### src/rtl/opamp_model_pkg.sv
// Shared types and helpers for the behavioural op-amp model family.
package opamp_model_pkg;

    localparam int RAIL_HI_DEF = 30000;
    localparam int RAIL_LO_DEF = -30000;

    typedef struct packed {
        logic signed [63:0] value;
        logic               flag;
    } clip_t;

    // Limit a wide value to [lo, hi]; flag reports that a rail was hit.
    function automatic clip_t clip(input logic signed [63:0] value,
                                   input logic signed [63:0] lo,
                                   input logic signed [63:0] hi);
        clip_t r;
        r.value = value;
        r.flag  = 1'b0;
        if (value > hi) begin
            r.value = hi;
            r.flag  = 1'b1;
        end else if (value < lo) begin
            r.value = lo;
            r.flag  = 1'b1;
        end
        return r;
    endfunction

    // Channel index width; a single channel still gets one bit.
    function automatic int chw_of(input int n);
        return (n < 2) ? 1 : $clog2(n);
    endfunction

endpackage

### src/rtl/opamp_pole_stage.sv
// Combinational single-pole update: shifted residual, slew clamp, new state.
module opamp_pole_stage #(
    parameter int W          = 16,
    parameter int POLE_SHIFT = 6,
    parameter int SLEW_MAX   = 256
) (
    input  logic signed [W-1:0] y,
    input  logic signed [W-1:0] target,
    output logic signed [W-1:0] y_new,
    output logic                slew
);

    localparam logic signed [W:0] SMAX = (W+1)'(SLEW_MAX);

    logic signed [W:0] e;
    logic signed [W:0] delta;
    logic signed [W:0] sum;

    // Residual is floored by the arithmetic shift, then limited to +/-SLEW_MAX.
    always_comb begin
        e     = {target[W-1], target} - {y[W-1], y};
        delta = e >>> POLE_SHIFT;
        slew  = 1'b0;
        if (delta > SMAX) begin
            delta = SMAX;
            slew  = 1'b1;
        end else if (delta < -SMAX) begin
            delta = -SMAX;
            slew  = 1'b1;
        end
        sum   = {y[W-1], y} + delta;
        y_new = W'(sum);
    end

endmodule

### src/rtl/opamp_pole_model_mc.sv
// Time-multiplexed single-pole op-amp model: gain, rail clip, RC pole, slew limit.
module opamp_pole_model_mc
    import opamp_model_pkg::*;
#(
    parameter int W          = 16,
    parameter int CH         = 4,
    parameter int GAIN       = 64,
    parameter int POLE_SHIFT = 6,
    parameter int SLEW_MAX   = 256,
    parameter int RAIL_HI    = RAIL_HI_DEF,
    parameter int RAIL_LO    = RAIL_LO_DEF,
    localparam int CHW       = chw_of(CH)
) (
    input  logic                clk,
    input  logic                rst,
    input  logic                clear,
    input  logic                s_valid,
    output logic                s_ready,
    input  logic [CHW-1:0]      s_ch,
    input  logic signed [W-1:0] s_in_p,
    input  logic signed [W-1:0] s_in_n,
    output logic                m_valid,
    input  logic                m_ready,
    output logic [CHW-1:0]      m_ch,
    output logic signed [W-1:0] m_y,
    output logic                m_sat,
    output logic                m_slew
);

    logic                s1_valid;
    logic [CHW-1:0]      s1_ch;
    logic signed [W-1:0] s1_target;
    logic                s1_sat;

    logic                adv;
    logic                accept;
    logic                ch_ok;
    logic signed [W:0]   diff;
    logic signed [63:0]  prod;
    clip_t               cr;

    logic signed [W-1:0] y_st [CH];
    logic signed [W-1:0] y_new;
    logic                slew;

    assign adv     = !m_valid || m_ready;
    assign s_ready = !rst && !clear && (!s1_valid || adv);
    assign accept  = s_valid && s_ready;
    assign ch_ok   = (int'(s_ch) < CH);

    // Open-loop gain at full precision, then limit to the supply rails.
    always_comb begin
        diff = {s_in_p[W-1], s_in_p} - {s_in_n[W-1], s_in_n};
        prod = 64'(diff) * 64'(GAIN);
        cr   = clip(prod, 64'(RAIL_LO), 64'(RAIL_HI));
    end

    // S1 register; out-of-range channels are accepted but never become valid.
    always_ff @(posedge clk or posedge rst) begin
        if (rst) begin
            s1_valid  <= 1'b0;
            s1_ch     <= '0;
            s1_target <= '0;
            s1_sat    <= 1'b0;
        end else if (clear) begin
            s1_valid  <= 1'b0;
        end else if (accept) begin
            s1_valid <= ch_ok;
            if (ch_ok) begin
                s1_ch     <= s_ch;
                s1_target <= W'(cr.value);
                s1_sat    <= cr.flag;
            end
        end else if (adv) begin
            s1_valid <= 1'b0;
        end
    end

    opamp_pole_stage #(
        .W          (W),
        .POLE_SHIFT (POLE_SHIFT),
        .SLEW_MAX   (SLEW_MAX)
    ) u_stage (
        .y      (y_st[s1_ch]),
        .target (s1_target),
        .y_new  (y_new),
        .slew   (slew)
    );

    // S2: channel state write-back and output register, stalled by backpressure.
    always_ff @(posedge clk or posedge rst) begin
        if (rst) begin
            m_valid <= 1'b0;
            m_ch    <= '0;
            m_y     <= '0;
            m_sat   <= 1'b0;
            m_slew  <= 1'b0;
            for (int i = 0; i < CH; i++) y_st[i] <= '0;
        end else if (clear) begin
            m_valid <= 1'b0;
            m_ch    <= '0;
            m_y     <= '0;
            m_sat   <= 1'b0;
            m_slew  <= 1'b0;
            for (int i = 0; i < CH; i++) y_st[i] <= '0;
        end else if (adv) begin
            m_valid <= s1_valid;
            if (s1_valid) begin
                y_st[s1_ch] <= y_new;
                m_y         <= y_new;
                m_ch        <= s1_ch;
                m_sat       <= s1_sat;
                m_slew      <= slew;
            end
        end
    end

endmodule

### config.mk
export PLATFORM = sky130hd
export DESIGN_NAME = opamp_pole_model_mc
export DESIGN_NICKNAME = d
export VERILOG_FILES = /design/src/rtl/opamp_model_pkg.sv /design/src/rtl/opamp_pole_stage.sv /design/src/rtl/opamp_pole_model_mc.sv
export SDC_FILE = /design/constraint.sdc
export NUM_CORES = 1
export LEC_CHECK = 0
export ABC_CLOCK_PERIOD_IN_PS = 13800
export CAP_MARGIN = 15
export CORE_UTILIZATION = 40
export CTS_BUF_LIST = sky130_fd_sc_hd__clkbuf_16
export CTS_CLUSTER_SIZE = 20
export DETAILED_ROUTE_END_ITERATION = 10
export REMOVE_ABC_BUFFERS = 1
export SYNTH_ARGS = -nofsm -noshare
export SYNTH_HDL_FRONTEND = slang
export SYNTH_SLANG_ARGS = --single-unit
### constraint.sdc
create_clock -name clk -period 13.8 [get_ports clk]
set_clock_uncertainty 0.15 [all_clocks]
set_input_delay 2.07 -clock clk [delete_from_list [all_inputs] [get_ports clk]]
set_output_delay 2.07 -clock clk [all_outputs]
set_load 0.02 [all_outputs]
# After elaboration in Yosys (flattened, before gate mapping)

Cells that the tools add are included.

Bits in writable memories: 0
Memory bits (read-only): 0
Output and inout bits: 22
Register bits: 105
Word-level logic and storage cells: 71
Memories: 0
Bits of input ports: 39
Latch bits: 0

Divide/modulo/power cells: 0
$lt $le $gt $ge: 6
Shifts and indexed selects: 0
Add/subtract/negate cells: 3
Equality and inequality tests: 0
Reductions and logical operators: 15
$mul: 0
Muxes and demuxes: 32
Bitwise gates (word level): 2

Operator list:

| operator                                                        | number |
|---|---|
| 2-to-1 mux 64 bit                                               | 3 |
| 2-to-1 mux 16 bit                                               | 8 |
| bitwise mux 64 bit                                              | 1 |
| 2-to-1 mux 17 bit                                               | 2 |
| subtractor 16 x 16 -> 17 bit                                    | 2 |
| binary-select mux 16 bit (select 2 bit)                         | 1 |
| demux 16 bit (select 2 bit)                                     | 1 |
| greater-than comparator 23 x 16 -> 1 bit, second input constant | 1 |
| less-than comparator 23 x 16 -> 1 bit, second input constant    | 1 |
| adder 16 bit                                                    | 1 |
| 2-to-1 mux 1 bit                                                | 13 |
| greater-than comparator 11 x 10 -> 1 bit, second input constant | 1 |
| less-than comparator 11 x 9 -> 1 bit, second input constant     | 1 |
| 2-to-1 mux 2 bit                                                | 3 |
| logical AND 1 bit                                               | 4 |
| logical NOT 1 bit                                               | 4 |
| AND reduction 2 bit                                             | 2 |
| nonzero test 2 bit                                              | 2 |
| >= comparator 3 bit, second input constant                      | 1 |
| less-than comparator 3 x 1 -> 1 bit, second input constant      | 1 |
| inverter 2 -> 3 bit                                             | 1 |
| nonzero test 3 bit                                              | 1 |
| logical OR 1 bit                                                | 2 |
| inverter 1 bit                                                  | 1 |

# Depth between registers and ports, before layout

Gate-level depths: netlist (run 1).

Depth after elaboration: 13
Gate-level depth with buffers: 27
Mapped depth without buffers: 24

# Cells and area by module

A second synthesis (run 1) with hierarchy kept.

Cells, all modules: 823
Area, all modules: 6962.9 sq um

Modules (own cells, without submodules):

| module              | sequential area each (sq um) | area an instance (sq um) | cells each | instances |
|---|---|---|---|---|
| opamp_pole_model_mc | 2502.4                       | 5495.3                   | 616        | 1 |
| opamp_pole_stage    | 0.0                          | 1467.7                   | 207        | 1 |

# Worst setup path before layout (run 1)

OpenSTA, ideal clock, no wires.

Kind: reg2reg
Start point: reg s1_ch[0]
End point: reg y_st[30] (netlist name)
Stages on the path, launching flop included: 28
Buffers on the path: 3
Library setup time: 0.122 ns
Clock period less this slack: 6.383 ns
Slack: 7.417 ns
Data arrival time: 6.112 ns
Cells stage by stage: dfrtp_1 -> buf_6 -> clkbuf_1 -> buf_1 -> mux4_2 -> inv_1 -> ha_1 -> or2_2 -> a21oi_1 -> inv_1 -> and2_1 -> a2111oi_2 -> nor3_1 -> nor4b_2 -> a31oi_2 -> nor2_1 -> ha_1 -> inv_1 -> fa_1 -> nor2b_1 -> o21ai_0 -> a21boi_0 -> o211ai_1 -> a21oi_1 -> o31ai_1 -> o21ai_0 -> xor2_1 -> a32o_1

Longest elaborated chain between the ends: 13

RTL lines:

| item                                                 | RTL line                                              | source |
|---|---|---|
| from (decl)                                          | opamp_pole_model_mc.sv:31                             | `logic [CHW-1:0] s1_ch;` |
| from (signal assigned)                               | opamp_pole_model_mc.sv:70                             | `s1_ch <= s_ch;` |
| inverter 2 -> 3 bit (implied by the code) *          | opamp_pole_model_mc.sv:84, opamp_pole_model_mc.sv:109 |  |
| binary-select mux 16 bit (select 2 bit)              | opamp_pole_model_mc.sv:84                             | `.y (y_st[s1_ch]),` |
| 2-to-1 mux 16 bit (implied by the code) (2 in a row) | opamp_pole_model_mc.sv:84                             |  |
| subtractor 16 x 16 -> 17 bit                         | opamp_pole_stage.sv:21                                | `e = {target[W-1], target} - {y[W-1], y};` |
| less-than comparator 11 x 9 -> 1 bit                 | opamp_pole_stage.sv:27                                | `end else if (delta < -SMAX) begin` |
| 2-to-1 mux 16 bit                                    | opamp_pole_stage.sv:27                                |  |
| 2-to-1 mux 16 bit                                    | opamp_pole_stage.sv:24                                | `if (delta > SMAX) begin` |
| adder 16 bit                                         | opamp_pole_stage.sv:31                                | `sum = {y[W-1], y} + delta;` |
| bitwise mux 64 bit *                                 | opamp_pole_model_mc.sv:109                            | `y_st[s1_ch] <= y_new;` |
| 2-to-1 mux 64 bit *                                  | opamp_pole_model_mc.sv:108                            | `if (s1_valid) begin` |
| 2-to-1 mux 64 bit *                                  | opamp_pole_model_mc.sv:106                            | `end else if (adv) begin` |
| 2-to-1 mux 64 bit *                                  | opamp_pole_model_mc.sv:99                             | `end else if (clear) begin` |
| to (signal, indexed assignment)                      | opamp_pole_model_mc.sv:109                            |  |
| to (decl)                                            | opamp_pole_model_mc.sv:42                             | `logic signed [W-1:0] y_st [CH];` |

Mark *: on every way between the ends. The rest lies on a longest branch, timed or not. The select of a mux whose other input is x is not followed.
A chain may end at the register's enable or synchronous reset.

# Worst setup path in the final report (run 1)

Ends and elaborated chain as after synthesis.

==> results.sh, run 1 <==
export IMPL_setup_tns_final_ps=0
export IMPL_drt_vias_per_instance=5.79
export IMPL_crit_slowest_cell="mux4_2"
export IMPL_fp_coreArea_um2=16500
export IMPL_die_h_um=132
export IMPL_clkPwrFrac=0.287
export IMPL_synth_common_cells="dfrtp_1 (100), nor2_1 (70), a22o_1 (46), inv_1 (46), ha_1 (44)"
export IMPL_tightest_slew_ps=1080
export IMPL_synth_cell_types=73
export IMPL_synth_area_um2=6730
export IMPL_hold_buffers=0
export IMPL_drt_first_iter_violations=289
export IMPL_clock_path_buffers=2
export IMPL_grt_max_degree=70
export IMPL_die_width_um=132
export IMPL_num_rows=47
export IMPL_p_sw_frac=0.362
export IMPL_status="complete, no violations"
export IMPL_max_freq_ghz=0.147
export IMPL_drc=0
export IMPL_drive_above_1_share=0.0838
export IMPL_root_buffer="clkbuf_16"
export IMPL_timing_hold_ws_ps=330
export IMPL_postSynthCellCount=682
export IMPL_cp_required_ps=13950
export IMPL_power_density_nw_per_um2=118
export IMPL_whs_path_depth=1
export IMPL_p_seq_frac=0.341
export IMPL_finalHoldViolations=0
export IMPL_ant_nets=0
export IMPL_maxSlewViolCount=0
export IMPL_gr_total_overflow=0
export IMPL_cap_violations=0
export IMPL_htreeDepth=3
export IMPL_r2r_cells=25
export IMPL_synthFlopType="dfrtp_1"
export IMPL_die_area_um2=17300
export IMPL_dp_cells=943
export IMPL_power_switching_mw=0.336
export IMPL_synth_area_top_cells="dfrtp_1 (37%), ha_1 (8.2%), a22o_1 (6.0%)"
export IMPL_fin_cells=960
export IMPL_async_flop_share=1.00
export IMPL_cts_resized=0
export IMPL_max_slew_margin=0.277
export IMPL_track_usage=0.210
export IMPL_dp_hpwl_um=12200
export IMPL_drt_pass1_iter_count=5
export IMPL_via_count=5555
export IMPL_start_kind="register"
export IMPL_ioPinCount=61
export IMPL_fin_crit_sh=0.494
export IMPL_final_util=0.477
export IMPL_setup_viol=0
export IMPL_ys_warn_count=0
export IMPL_min_path_type="reg -> reg"
export IMPL_clock_sinks=100
export IMPL_grt_pass1_wl_um=29000
export IMPL_synth_top_area_cell="dfrtp_1"
export IMPL_clk_pin_slew_ps=70
export IMPL_p_comb_frac=0.372
export IMPL_cp_arrival_ps=6970
export IMPL_ir_worst_vdd_mv=0.0868
export IMPL_critPathTopFamily="compound AO/OA/AOI/OAI gates"
export IMPL_first_global_vias=5645
export IMPL_crit_cells=25
export IMPL_fin_nets=820
export IMPL_postCtsSetupBuffers=0
export IMPL_portBuffers=60
export IMPL_routed_wl_um=17000
export IMPL_cp_max_fo=24
export IMPL_initial_core_util=0.407
export IMPL_cts_buffers=9
export IMPL_worstSetupPathType="reg -> reg"
export IMPL_period_needed_ps=6820
export IMPL_clock_latency_ps=370
export IMPL_avgSynthCellArea_um2=9.86
export IMPL_cts_tree="yes"
export IMPL_grt_antenna_before_repair=0
export IMPL_p_leak_nw=3.59
export IMPL_globalplace_congestion=0.843
export IMPL_synth_top_area_frac=0.372
export IMPL_endpoint_kind="register"
export IMPL_rsz0062_at_grt="no"
export IMPL_wl_per_cell_um=17.7
export IMPL_syn2layout_area_growth_pct=17.2
export IMPL_yosysSeqAreaShare=0.372
export IMPL_p_int_mw=0.593
export IMPL_synth_ff_latch_count=100
export IMPL_cpPeakStageDelay_ps=590
export IMPL_synth_edf_count=0
export IMPL_diodes=0
export IMPL_path_buf_inv=3
export IMPL_yosysMostFrequentCell="dfrtp_1"
[cell type report]
cell class                      count  area (um^2)
Multi-Input combinational cell    507         3940
Clock buffer                        9          225
Sequential cell                   100         2500
Inverter                           46          175
Timing Repair Buffer               71          683
Fill cell                        1536         8640
Tap cell                          220          275
Clock inverter                      7         82.6
[path summary, 6_finish.rpt]
| check | start | endpoint | slack [ps] |
|---|---|---|---|
| max | s1_ch[0] | y_st[30] | 6980 |
| min | m_y[5] | m_y[5] | 330 |
| max reg2reg | s1_ch[0] | y_st[30] | 6980 |
| min reg2reg | m_y[5] | m_y[5] | 330 |
| max in group asynchronous | rst | y_st[27] | 10370 |
| min in group asynchronous | rst | s1_valid | 1930 |
[metrics by stage]
step	total power, mW	instance area, um^2	setup WS (ps)
final	0.929	7880	6980
after global routing	0.988	7880	6330
after CTS	0.934	7870	6970
after detailed placement	0.664	7560	7020
after global placement	0.659	7560	7340
after floorplan	0.572	6610	7500
[flip-flops by register name (all words and copies together), names as in the netlist]
name	count
m_ch	2
m_sat	1
m_slew	1
m_valid	1
m_y	16
s1_ch	2
s1_target	12
s1_valid	1
y_st	64
[power groups by stage]
stage	Combinational [mW]	Clock, mW	Sequential, mW
after floorplan	0.242	0	0.330
after global placement	0.337	0	0.322
after detailed placement	0.341	0	0.322
after CTS	0.344	0.274	0.316
after global routing	0.383	0.287	0.318
final	0.346	0.266	0.316
[worst register-to-register path: stages (launching register included)]
cell and delay (ps):
dfrtp_1 340, buf_4 390, mux4_2 600, inv_1 80
ha_1 350, a21oi_1 200, o21bai_1 100, a2111o_1 450
and2_1 180, a2111oi_2 400, nor3_1 120, nor4b_2 440
a31oi_2 160, nor2_1 150, ha_1 170, inv_1 60
fa_1 400, nor2b_1 120, o21ai_0 100, a21boi_0 370
o211ai_1 160, a21oi_1 240, o31ai_1 140, o21ai_0 350
xor2_1 310, a32o_1 230
[cell usage in the layout (no fill, tap or decap), types with 15 or more instances in the layout]
cell / synthesis / layout
nor2_1: 70 / 70
ha_1: 44 / 44
mux4_2: 16 / 16
nand2_1: 43 / 43
xnor2_1: 15 / 15
inv_1: 46 / 45
a21oi_1: 23 / 23
a21o_1: 21 / 21
clkdlybuf4s50_1: 0 / 60
o21ai_0: 19 / 19
dfrtp_1: 100 / 100
a22o_1: 46 / 46
[layer usage]
layer / up-vias / GRT usage / share of wire
li1: 2643 / - / -
met3: 26 / 0.0405 / 0.042
met4: 0 / 0.0743 / 0.022
met2: 127 / 0.340 / 0.47
met5: - / 0 / 0
met1: 2759 / 0.279 / 0.47
[logic make-up after synthesis]
logic type | synth area share
DFF | 0.372
adders and majority gates | 0.0878
and+or+nand+nor | 0.147
muxes | 0.0731
buffers and inverters | 0.0430
AOI/OAI and AO/OA | 0.242
xor gates and xnor gates | 0.0352
Note: power is estimated with default switching activity, not from simulation.
==> inputs of run 2 (changes only) <==
--- a/config.mk
+++ b/config.mk
@@ -5,7 +5,7 @@
 export SDC_FILE = /design/constraint.sdc
 export NUM_CORES = 1
 export LEC_CHECK = 0
-export ABC_CLOCK_PERIOD_IN_PS = 13800
+export ABC_CLOCK_PERIOD_IN_PS = 6750
 export CAP_MARGIN = 15
 export CORE_UTILIZATION = 40
 export CTS_BUF_LIST = sky130_fd_sc_hd__clkbuf_16
==> constraint.sdc (replaced) <==
create_clock -name clk -period 6.75 [get_ports clk]
set_clock_uncertainty 0.15 [all_clocks]
set_input_delay 1.0125 -clock clk [delete_from_list [all_inputs] [get_ports clk]]
set_output_delay 1.0125 -clock clk [all_outputs]
set_load 0.02 [all_outputs]
==> results.sh, run 2 (synthesis gave the netlist of run 1 again) <==
export IMPL_status="complete, no violations"
export IMPL_cap_violations=0
export IMPL_hold_start="m_y[11]"
export IMPL_r2r_slack_ps=430
export IMPL_max_freq_ghz=0.158
export IMPL_fin_crit_sh=0.936
export IMPL_drt_first_iter_violations=313
export IMPL_period_needed_ps=6320
export IMPL_diodes=0
export IMPL_rsz0062_at_grt="no"
export IMPL_gr_total_overflow=0
export IMPL_whs_path_depth=1
export IMPL_grt_pass1_wl_um=28800
export IMPL_clock_latency_ps=360
export IMPL_cts_tree="yes"
export IMPL_dp_cells=942
export IMPL_min_to="m_y[11]"
export IMPL_globalplace_congestion=0.865
export IMPL_max_slew_margin=0.241
export IMPL_drive_above_1_share=0.0878
export IMPL_setup_tns_final_ps=0
export IMPL_power_density_nw_per_um2=245
export IMPL_die_width_um=132
export IMPL_root_buffer="clkbuf_16"
export IMPL_syn2layout_area_growth_pct=17.7
export IMPL_dp_hpwl_um=12500
export IMPL_min_path_type="reg -> reg"
export IMPL_timing_hold_ws_ps=327
export IMPL_ioPinCount=61
export IMPL_first_global_vias=5675
export IMPL_drt_pass1_iter_count=4
export IMPL_r2r_cells=22
export IMPL_hold_buffers=0
export IMPL_grt_max_degree=70
export IMPL_endpoint_kind="register"
export IMPL_top_regs="y_st x64, m_y x16, s1_target x12"
export IMPL_cp_required_ps=6850
export IMPL_fin_cells=960
export IMPL_cp_arrival_ps=6420
export IMPL_maxSlewViolCount=0
export IMPL_p_leak_nw=3.60
export IMPL_clock_sinks=100
export IMPL_finalHoldViolations=0
export IMPL_wl_per_cell_um=17.6
export IMPL_clock_path_buffers=2
export IMPL_start_kind="register"
export IMPL_htreeDepth=3
export IMPL_die_h_um=132
export IMPL_ant_nets=0
export IMPL_num_rows=47
export IMPL_routed_wl_um=16900
export IMPL_ir_worst_vdd_mv=0.131
export IMPL_setup_viol=0
export IMPL_cp_max_fo=12
export IMPL_via_count=5557
export IMPL_fp_coreArea_um2=16500
export IMPL_grt_antenna_before_repair=0
export IMPL_cts_buffers=9
export IMPL_drt_vias_per_instance=5.79
export IMPL_largest_reg_flops=64
export IMPL_drc=0
export IMPL_r2r_start="s1_ch[0]"
export IMPL_initial_core_util=0.407
export IMPL_tightest_slew_ps=1130
export IMPL_fin_nets=820
export IMPL_track_usage=0.207
export IMPL_clk_pin_slew_ps=70
export IMPL_worstSetupPathType="reg -> reg"
export IMPL_final_common_cell="dfrtp_1"
export IMPL_timing_rr_end="y_st[63]"
export IMPL_top_register="y_st"
export IMPL_final_cell_mix="dfrtp_1 (98), nor2_1 (70), clkdlybuf4s50_1 (60)"
export IMPL_die_area_um2=17300
export IMPL_portBuffers=60
run 2: power by group:
| part | switching (mW) | internal [mW] | leakage [nW] | total [mW] |
|---|---|---|---|---|
| Combinational | 0.411 | 0.292 | 2.08 | 0.703 |
| Clock | 0.249 | 0.331 | 0.156 | 0.580 |
| Sequential | 0.0262 | 0.628 | 1.36 | 0.655 |
run 2: timing repair:
item                                    in CTS  in global routing
endpoints found under the hold margin        0                  0
setup buffers                                0                  1
endpoints found under the setup margin       0                 25
resized for setup                            0                  5
run 2: critical path: stages, from the launching register on:
cell      delay (ps)
dfrtp_2          500
buf_4            280
mux4_2           550
inv_1             70
ha_1             290
or3_1            170
o21ai_0          240
nor2_1           300
o221ai_1         190
o31ai_1          350
o41ai_2          110
a31oi_2          420
nor2_1           110
ha_1             350
and2_1           190
a31oi_1          290
a21oi_1          210
a41oi_1          350
nand2b_1         110
a31oi_1          290
o21ai_0          210
xnor2_2          210
a32o_1           280
run 2: how the worst max path moves through the flow:
stage | from | end | slack [ps] | cells past startpoint
3_3_place_gp | s1_ch[0] | y_st[30] | 400 | 24
2_1_floorplan | s1_ch[0] | y_st[30] | 450 | 24
5_1_grt | s1_ch[0] | y_st[63] | 70 | 22
4_1_cts | s1_ch[0] | y_st[46] | 150 | 24
3_5_place_dp | s1_ch[0] | y_st[62] | 210 | 24
6_report | s1_ch[0] | y_st[63] | 430 | 22
run 2: through the flow:
| stage | power (mW) | area (um^2) | utilization | worst slack [ps] |
|---|---|---|---|---|
| final | 1.94 | 7910 | 0.479 | 430 |
| after global routing | 2.05 | 7910 | 0.479 | 72.3 |
| after CTS | 1.94 | 7890 | 0.477 | 155 |
| after detailed placement | 1.36 | 7560 | 0.457 | 211 |
| after global placement | 1.35 | 7550 | 0.457 | 397 |
| after floorplan | 1.17 | 6610 | - | 447 |
run 2: per-layer routing:
metal	vias up	wire [um]	track usage
met3	22	651	0.0328
li1	2644	-	-
met2	128	8060	0.344
met4	0	248	0.0659
met1	2763	7940	0.276
met5	-	0	0
run 2: final cells by class:
cell class	instances	area (um^2)
Fill cell	1516	8610
Multi-Input combinational cell	507	3940
Sequential cell	100	2500
Timing Repair Buffer	71	683
Tap cell	220	275
Clock buffer	9	225
Inverter	46	175
Clock inverter	7	106
==> inputs of run 3 (changes only) <==
--- a/config.mk
+++ b/config.mk
@@ -11,6 +11,7 @@
 export CTS_BUF_LIST = sky130_fd_sc_hd__clkbuf_16
 export CTS_CLUSTER_SIZE = 20
 export DETAILED_ROUTE_END_ITERATION = 10
+export PLACE_DENSITY = 0.61
 export REMOVE_ABC_BUFFERS = 1
 export SYNTH_ARGS = -nofsm -noshare
 export SYNTH_HDL_FRONTEND = slang
==> results.sh, run 3 (synthesis gave the netlist of run 1 again) <==
export IMPL_hold_buffers=0
export IMPL_status="complete, no violations"
export IMPL_diodes=0
export IMPL_track_usage=0.205
export IMPL_syn2layout_area_growth_pct=17.2
export IMPL_max_slew_margin=0.205
export IMPL_multi_input_area_um2=3950
export IMPL_cts_buffers=9
export IMPL_worstSetupPathType="reg -> reg"
export IMPL_endpoint_kind="register"
export IMPL_grt_max_degree=70
export IMPL_die_width_um=132
export IMPL_drt_first_iter_violations=309
export IMPL_drc=0
export IMPL_power_density_nw_per_um2=234
export IMPL_setup_viol=0
export IMPL_fin_nets=823
export IMPL_max_freq_ghz=0.159
export IMPL_drt_pass1_iter_count=5
export IMPL_final_common_cell="dfrtp_1"
export IMPL_clock_path_buffers=2
export IMPL_grt_pass1_wl_um=28600
export IMPL_die_area_um2=17300
export IMPL_ioPinCount=61
export IMPL_cp_arrival_ps=6420
export IMPL_initial_core_util=0.407
export IMPL_seq_area_um2=2500
export IMPL_dp_hpwl_um=12600
export IMPL_tightest_slew_ps=1190
export IMPL_timing_hold_ws_ps=327
export IMPL_min_path_type="reg -> reg"
export IMPL_via_count=5523
export IMPL_cap_violations=0
export IMPL_fp_coreArea_um2=16500
export IMPL_grt_antenna_before_repair=0
export IMPL_placed_cell_area_um2=7590
export IMPL_clk_pin_slew_ps=80
export IMPL_cts_tree="yes"
export IMPL_start_kind="register"
export IMPL_top_regs="y_st x64, m_y x16, s1_target x12"
export IMPL_period_needed_ps=6280
export IMPL_first_global_vias=5592
export IMPL_setup_tns_final_ps=0
export IMPL_maxSlewViolCount=0
export IMPL_drive_above_1_share=0.0888
export IMPL_root_buffer="clkbuf_16"
export IMPL_portBuffers=60
export IMPL_fillers=1555
export IMPL_largest_reg_flops=64
export IMPL_clock_latency_ps=370
export IMPL_globalplace_congestion=0.895
export IMPL_fin_crit_sh=0.930
export IMPL_ir_worst_vdd_mv=0.137
export IMPL_rsz0062_at_grt="no"
export IMPL_finalHoldViolations=0
export IMPL_wl_per_cell_um=17.2
export IMPL_die_h_um=132
export IMPL_postCtsSetupBuffers=0
export IMPL_routed_wl_um=16500
export IMPL_gr_total_overflow=0
export IMPL_design_area_um2=7880
export IMPL_final_cell_mix="dfrtp_1 (99), nor2_1 (70), clkdlybuf4s50_1 (60)"
export IMPL_cp_max_fo=10
export IMPL_p_leak_nw=3.59
export IMPL_num_rows=47
export IMPL_top_register="y_st"
export IMPL_clock_sinks=100
export IMPL_cp_required_ps=6890
export IMPL_htreeDepth=3
export IMPL_total_power_mw=1.85
export IMPL_drt_vias_per_instance=5.74
export IMPL_ant_nets=0
run 3: worst paths after layout:
check | start | end | slack, ps | cells after the start
max | s1_ch[0] | y_st[31] | 470 | 23
max reg2reg | s1_ch[0] | y_st[31] | 470 | 23
max in group asynchronous | rst | s1_ch[0] | 4300 | 3
min | m_y[4] | m_y[4] | 330 | 1
min in group asynchronous | rst | m_valid | 880 | 2
min reg2reg | m_y[4] | m_y[4] | 330 | 1
run 3: cell type report:
class                      instances  area share
clock buffer                       9      0.0286
clock inverter                     7     0.00635
inverter                          46      0.0222
multi-input combinational        507       0.500
sequential                       100       0.318
tap                              220      0.0349
timing repair buffer              74      0.0900
run 3: what timing repair did:
| item | 4_1_cts | 5_1_grt |
|---|---|---|
| endpoints found under the setup margin | 0 | 24 |
| endpoints found under the hold margin | 0 | 0 |
| resized for setup | 0 | 4 |
run 3: routing by layer:
metal	vias to the layer above	GRT usage	wire length, um
met4	0	0.0614	272
met1	2736	0.275	7940
met3	22	0.0394	640
li1	2641	-	-
met2	124	0.335	7670
met5	-	0	0
run 3: power by group:
part	total, mW	internal [mW]	switching [mW]	leakage (nW)
clock	0.488	0.252	0.236	0.135
sequential	0.651	0.629	0.0228	1.36
combinational	0.706	0.295	0.411	2.09
total	1.85	1.18	0.670	3.59
run 3: stage by stage:
stage	utilization	setup WS (ps)	instances
detailed placement	0.459	258	946
global route	0.477	26.2	963
CTS	0.476	212	962
global placement	0.459	422	945
finish	0.477	471	963
floorplan	-	447	653
run 3: critical path, cell delays in order (launching register included):
cell,delay [ps]
dfrtp_2,490
buf_4,240
mux4_2,560
inv_1,100
ha_1,270
and3_1,160
and3_1,210
nor3b_2,260
buf_4,170
a211oi_1,80
a211oi_1,400
nor4b_2,140
a31oi_2,360
nor2_1,100
ha_1,320
and2_1,170
a31oi_1,270
a21oi_1,200
a41oi_1,360
nand2b_1,120
a31oi_1,280
o21ai_0,170
xnor2_1,380
a32o_1,230
==> RTL edit 1, RTL diff (config.mk and constraints of run 3) <==
Make the reset (`rst`) synchronous in 2 clocked blocks.
--- a/src/rtl/opamp_pole_model_mc.sv
+++ b/src/rtl/opamp_pole_model_mc.sv
@@ -58,3 +58,3 @@
     // S1 register; out-of-range channels are accepted but never become valid.
-    always_ff @(posedge clk or posedge rst) begin
+    always_ff @(posedge clk) begin
         if (rst) begin
@@ -90,3 +90,3 @@
     // S2: channel state write-back and output register, stalled by backpressure.
-    always_ff @(posedge clk or posedge rst) begin
+    always_ff @(posedge clk) begin
         if (rst) begin
Function: differs if rst is asserted again (counterexample within 4 cycles, from zero or initial values and one cycle with rst high); with rst held inactive, the same outputs for 4 cycles.
==> RTL edit 1 against run 3 <==
Sequential cell count is 2 higher; highest routed layer unchanged; design area is 6.8% lower; global-route usage is 0.81 points lower; worst setup slack worse by 0.10 ns; largest power group is now sequential cells; area after synthesis is 7.8% lower; wire length is 6.4% lower; total power is 0.62% lower.
==> RTL edit 1: results (changes against run 3) <==
status complete, no violations (unchanged); share of layout cells above drive strength 1 0.0897 (was 0.0888); clock latency on the worst-skew pair 0.35 ns (was 0.37 ns); GR Overflow Total 0 (unchanged); first-pass GRT wire length 24500 um (was 28600 um); sequential cell area fraction in the yosys report 0.433 (was 0.372); Pleak 2.95 nW (was 3.59 nW); GPL Wtd Cong 0.912 (was 0.895); most frequent cells after synthesis nor2_1 (115), edfxtp_1 (64), a21oi_1 (50) (was dfrtp_1 (100), nor2_1 (70), a22o_1 (46), inv_1 (46), ha_1 (44)); Hold Path Origin m_ch[0]$_SDFFE_PP0P_ (was m_y[4]$_DFFE_PP0P_); Iter 0 DRT Violations 252 (was 309); # fillers 1407 (was 1555); CP Data Arrival Time 6.29 ns (was 6.42 ns); crit-path max cell delay 0.54 ns (was 0.56 ns); Slew Limit Fails 0 (unchanged); number of synthesized flops with an enable pin 64 (was 0); adder-cell share of the synthesized area 0.0972 (was 0.0878); Max IR drop VDD 0.000149 V (was 0.000137 V); post-synthesis mux area share 0.0597 (was 0.0731); placed cell areas 0.00703 sq mm (was 0.00759 sq mm); top post-synthesis cells by area edfxtp_1 (31%), dfxtp_1 (12%), ha_1 (9.1%), nor2_1 (7.0%), mux4_2 (5.8%) (was dfrtp_1 (37%), ha_1 (8.2%), a22o_1 (6.0%), mux4_2 (5.4%), nor2_1 (3.9%)); Post-synth ARST share 0 (was 1.00); Port Buffers 60 (unchanged); Max Buffers Root-to-Sink 2 (unchanged); DP HPWL 11200 um (was 12600 um); main flop type after synthesis edfxtp_1 (was dfrtp_1); Worst Setup EP y_st[0][14]$_SDFFCE_PN0P_ (was y_st[31]$_DFFE_PP0P_); WHS Path Cells 2 (was 1); hold endpoint m_ch[0]$_SDFFE_PP0P_ (was m_y[4]$_DFFE_PP0P_); Distinct cells, synth 60 (was 73); Worst R2R Setup Slack 0.37 ns (was 0.47 ns); GRT Overall Usage 0.197 (was 0.205); Worst R2R Path Depth 26 (was 23); Final nets 783 (was 823); Max FO, Critical Path 5 (was 10); Worst-Margin Slew 1.15 ns (was 1.19 ns); drt first pass iters 4 (was 5); routed vias/inst 5.52 (was 5.74); maximum number of pins on one net before global-route repair 34 (was 70); number of global-route vias before repair 4815 (was 5592); XOR/XNOR share of the synthesized area 0.0490 (was 0.0352); Synth Area in Compound Gates 0.153 (was 0.242); Largest regs y_st: 64 flops, m_y: 16 flops, s1_target: 12 flops (unchanged); routed wire length 15500 um (was 16500 um)
-- RTL edit 1: layout make-up --
cell class | instances | area share
clock buffer | 9 | 0.0306
clock inverter | 7 | 0.00817
sequential | 102 | 0.365
inverter | 44 | 0.0225
multi-input combinational | 468 | 0.448
tap | 188 | 0.0320
timing repair buffer | 72 | 0.0940
-- RTL edit 1: repair_timing --
item / 4_1_cts / 5_1_grt
gates resized for setup: 0 / 4
setup buffers: 0 / 2
setup endpoints to repair: 0 / 5
-- RTL edit 1: kinds of logic (layout without fill, tap and decap cells) --
family                   Yosys count  in the layout
AO/OA/AOI/OAI                    141            141
adder cells (fa/ha/maj)           47             47
AND/OR/NAND/NOR                  230            230
multiplexers                      17             17
buffers and inverters             65            132
XOR/XNOR                          33             33
flip-flops                       102            102
-- RTL edit 1: per-layer routing --
layer  GRT usage  vias to the layer above  part of all wire
li1            -                     2394                 -
met5           0                        -                 0
met2       0.337                      140              0.47
met1       0.247                     2346              0.44
met3      0.0358                       34             0.053
met4      0.0780                        0             0.027
-- RTL edit 1: through the flow --
stage,setup WS [ns],util,cells,hold slack (ns)
6_report,0.371,0.485,890,0.309
5_1_grt,0.00305,0.485,890,0.337
4_1_cts,0.0635,0.483,888,0.313
3_5_place_dp,0.115,0.464,872,0.302
3_3_place_gp,0.453,0.464,872,0.292
2_1_floorplan,0.0714,-,614,0.280
-- RTL edit 1: where the power goes --
part           total [mW]  internal (mW)  switching, mW  leakage (nW)
registers           0.699          0.688         0.0111          1.02
clock network       0.504          0.284          0.220         0.155
logic               0.631          0.247          0.384          1.77
-- RTL edit 1: critical path, delay by kind of cell, from the launching register on --
kind,cells,cell delay [ns]
AOI/OAI and AO/OA,15,3.23
adders and majority gates,3,0.86
and+or+nand+nor,5,0.76
DFF,1,0.39
muxes,1,0.54
buffers and inverters,2,0.15
==> RTL edit 2, RTL diff (config.mk and constraints of run 3) <==
Without the edit above. `W` is set to 16 in 2 places; all go to 32.
--- a/src/rtl/opamp_pole_stage.sv
+++ b/src/rtl/opamp_pole_stage.sv
@@ -2,3 +2,3 @@
 module opamp_pole_stage #(
-    parameter int W          = 16,
+    parameter int W          = 32,
     parameter int POLE_SHIFT = 6,
--- a/src/rtl/opamp_pole_model_mc.sv
+++ b/src/rtl/opamp_pole_model_mc.sv
@@ -4,3 +4,3 @@
 #(
-    parameter int W          = 16,
+    parameter int W          = 32,
     parameter int CH         = 4,
Ports: changed (resized m_y, s_in_n and s_in_p); port bits go from 61 to 109. No check against the original RTL was run, so the function may have changed too.
==> RTL edit 2 against run 3 <==
The run now ends with setup timing left; worst setup slack lost 1.1 ns; sequential cell count grew 96; total power grew to 2.5 times the old value; design area grew 150%; wire length grew to 2.7 times the old value; fmax shrank 15%; synthesized cell count grew 110%; sequential share of layout area shrank 6.7 points; critical path depth grew 11; area after synthesis grew 100%; critical path type unchanged; critical endpoint is now m_y[27]$_DFFE_PP0P_; largest cell class unchanged.
==> RTL edit 2: results (changes against run 3) <==
status finished with violations (was complete, no violations); failing checks setup timing; maximum number of pins on one net before global-route repair 97 (was 70); GPL Wtd Cong 0.888 (was 0.895); placed cell areas 0.0173 sq mm (was 0.00759 sq mm); M1 WL 19900 um (was 7940 um); Buffers excl. clock 481 (was 74); drt wl/cell 19.3 um (was 17.2 um); clock transition at the registers of the reported paths 0.08 ns (about the same); sequential cell area fraction in the yosys report 0.364 (was 0.372); Setup WS post-layout -0.615 ns (was 0.471 ns); Seq area share 0.251 (was 0.318); Setup Viol. Count Final 99 (was 0); drt first pass iters 7 (was 5); Largest regs y_st: 128 flops, m_y: 32 flops, s1_target: 28 flops (was y_st: 64 flops, m_y: 16 flops, s1_target: 12 flops); Final nets 2019 (was 823); Clock-cell share 0.0308 (was 0.0349); top post-synthesis cells by area dfrtp_1 (36%), ha_1 (8.5%), a22o_1 (7.3%), mux4_2 (5.4%), a21o_1 (3.8%) (was dfrtp_1 (37%), ha_1 (8.2%), a22o_1 (6.0%), mux4_2 (5.4%), nor2_1 (3.9%)); fin util 0.596 (was 0.477); Port Buffers 108 (was 60); non-clk buf share 0.205 (was 0.0900); relative slew slack 0.234 (was 0.205); CP Data Arrival Time 7.50 ns (was 6.42 ns); # fillers 2841 (was 1555); Inverters 90 (was 46); Iter 0 DRT Violations 917 (was 309); logic gate share of total power 0.498 (was 0.383); Multi-In Gates 1068 (was 507); crit-path max cell delay 0.55 ns; Distinct cells, synth 72 (was 73); Placed Cells 2218 (was 946); share of layout cells above drive strength 1 0.339 (was 0.0888); GRT Overall Usage 0.265 (was 0.205); pwr/cell area 239 mW/mm^2 (was 234 mW/mm^2); P_int 2.94 mW (was 1.18 mW); via count 13.1k (was 5523); most frequent cells after synthesis dfrtp_1 (196), a22o_1 (112), nand2_1 (105) (was dfrtp_1 (100), nor2_1 (70), a22o_1 (46), inv_1 (46), ha_1 (44)); Pleak 9.07 nW (was 3.59 nW); Post-Syn Instances 1418 (was 682); post-place setup slack -1.25 ns (was 0.258 ns); first-pass GRT wire length 70800 um (was 28600 um); met3 WL 2060 um (was 640 um); CLK BUF 17 (was 9); DP HPWL 32000 um (was 12600 um); clock latency on the worst-skew pair 0.45 ns (was 0.37 ns)
## RTL edit 2: cell types whose count changed after synthesis, sizes merged, moves of 26 or more
cell,before,now
inv,46,90
a22o,46,112
a21oi,23,91
ha,44,92
dfrtp,100,196
o21ai,22,60
o21a,10,41
a21o,21,69
nor2,70,100
nand2,43,105
clkbuf,26,52
## RTL edit 2: kinds of logic (layout without fill, tap and decap cells)
logic type | Yosys count | count (layout) | synth area share
flip-flops | 196 | 196 | 0.364
AND/OR/NAND/NOR | 359 | 359 | 0.128
adder cells (fa/ha/maj) | 94 | 94 | 0.0884
multiplexers | 39 | 39 | 0.0587
AO/OA/AOI/OAI | 503 | 503 | 0.269
buffers and inverters | 154 | 602 | 0.0437
XOR/XNOR | 73 | 73 | 0.0480
## RTL edit 2: routing by layer
layer / GRT usage / up-vias
met5: 0 / -
met4: 0.0988 / 0
met1: 0.353 / 6517
met3: 0.0350 / 73
li1: - / 6142
met2: 0.436 / 401
## RTL edit 2: repair_timing
action,CTS,global route
setup buffers,50,19
gates cloned,1,0
hold buffers,0,0
gates resized for setup,188,68
pin swaps,119,51
setup endpoints to repair,135,143
## RTL edit 2: worst paths after layout
kind	from	to	slack [ns]	depth (start not counted)
min reg2reg	m_y[21]$_DFFE_PP0P_	m_y[21]$_DFFE_PP0P_	0.33	1
max	s1_ch[0]$_DFFE_PP0P_	m_y[27]$_DFFE_PP0P_	-0.62	34
min	m_y[21]$_DFFE_PP0P_	m_y[21]$_DFFE_PP0P_	0.33	1
max reg2reg	s1_ch[0]$_DFFE_PP0P_	m_y[27]$_DFFE_PP0P_	-0.62	34
max in group asynchronous	rst	y_st[55]$_DFFE_PP0P_	4.08	3
min in group asynchronous	rst	m_valid$_DFFE_PP0P_	0.95	2
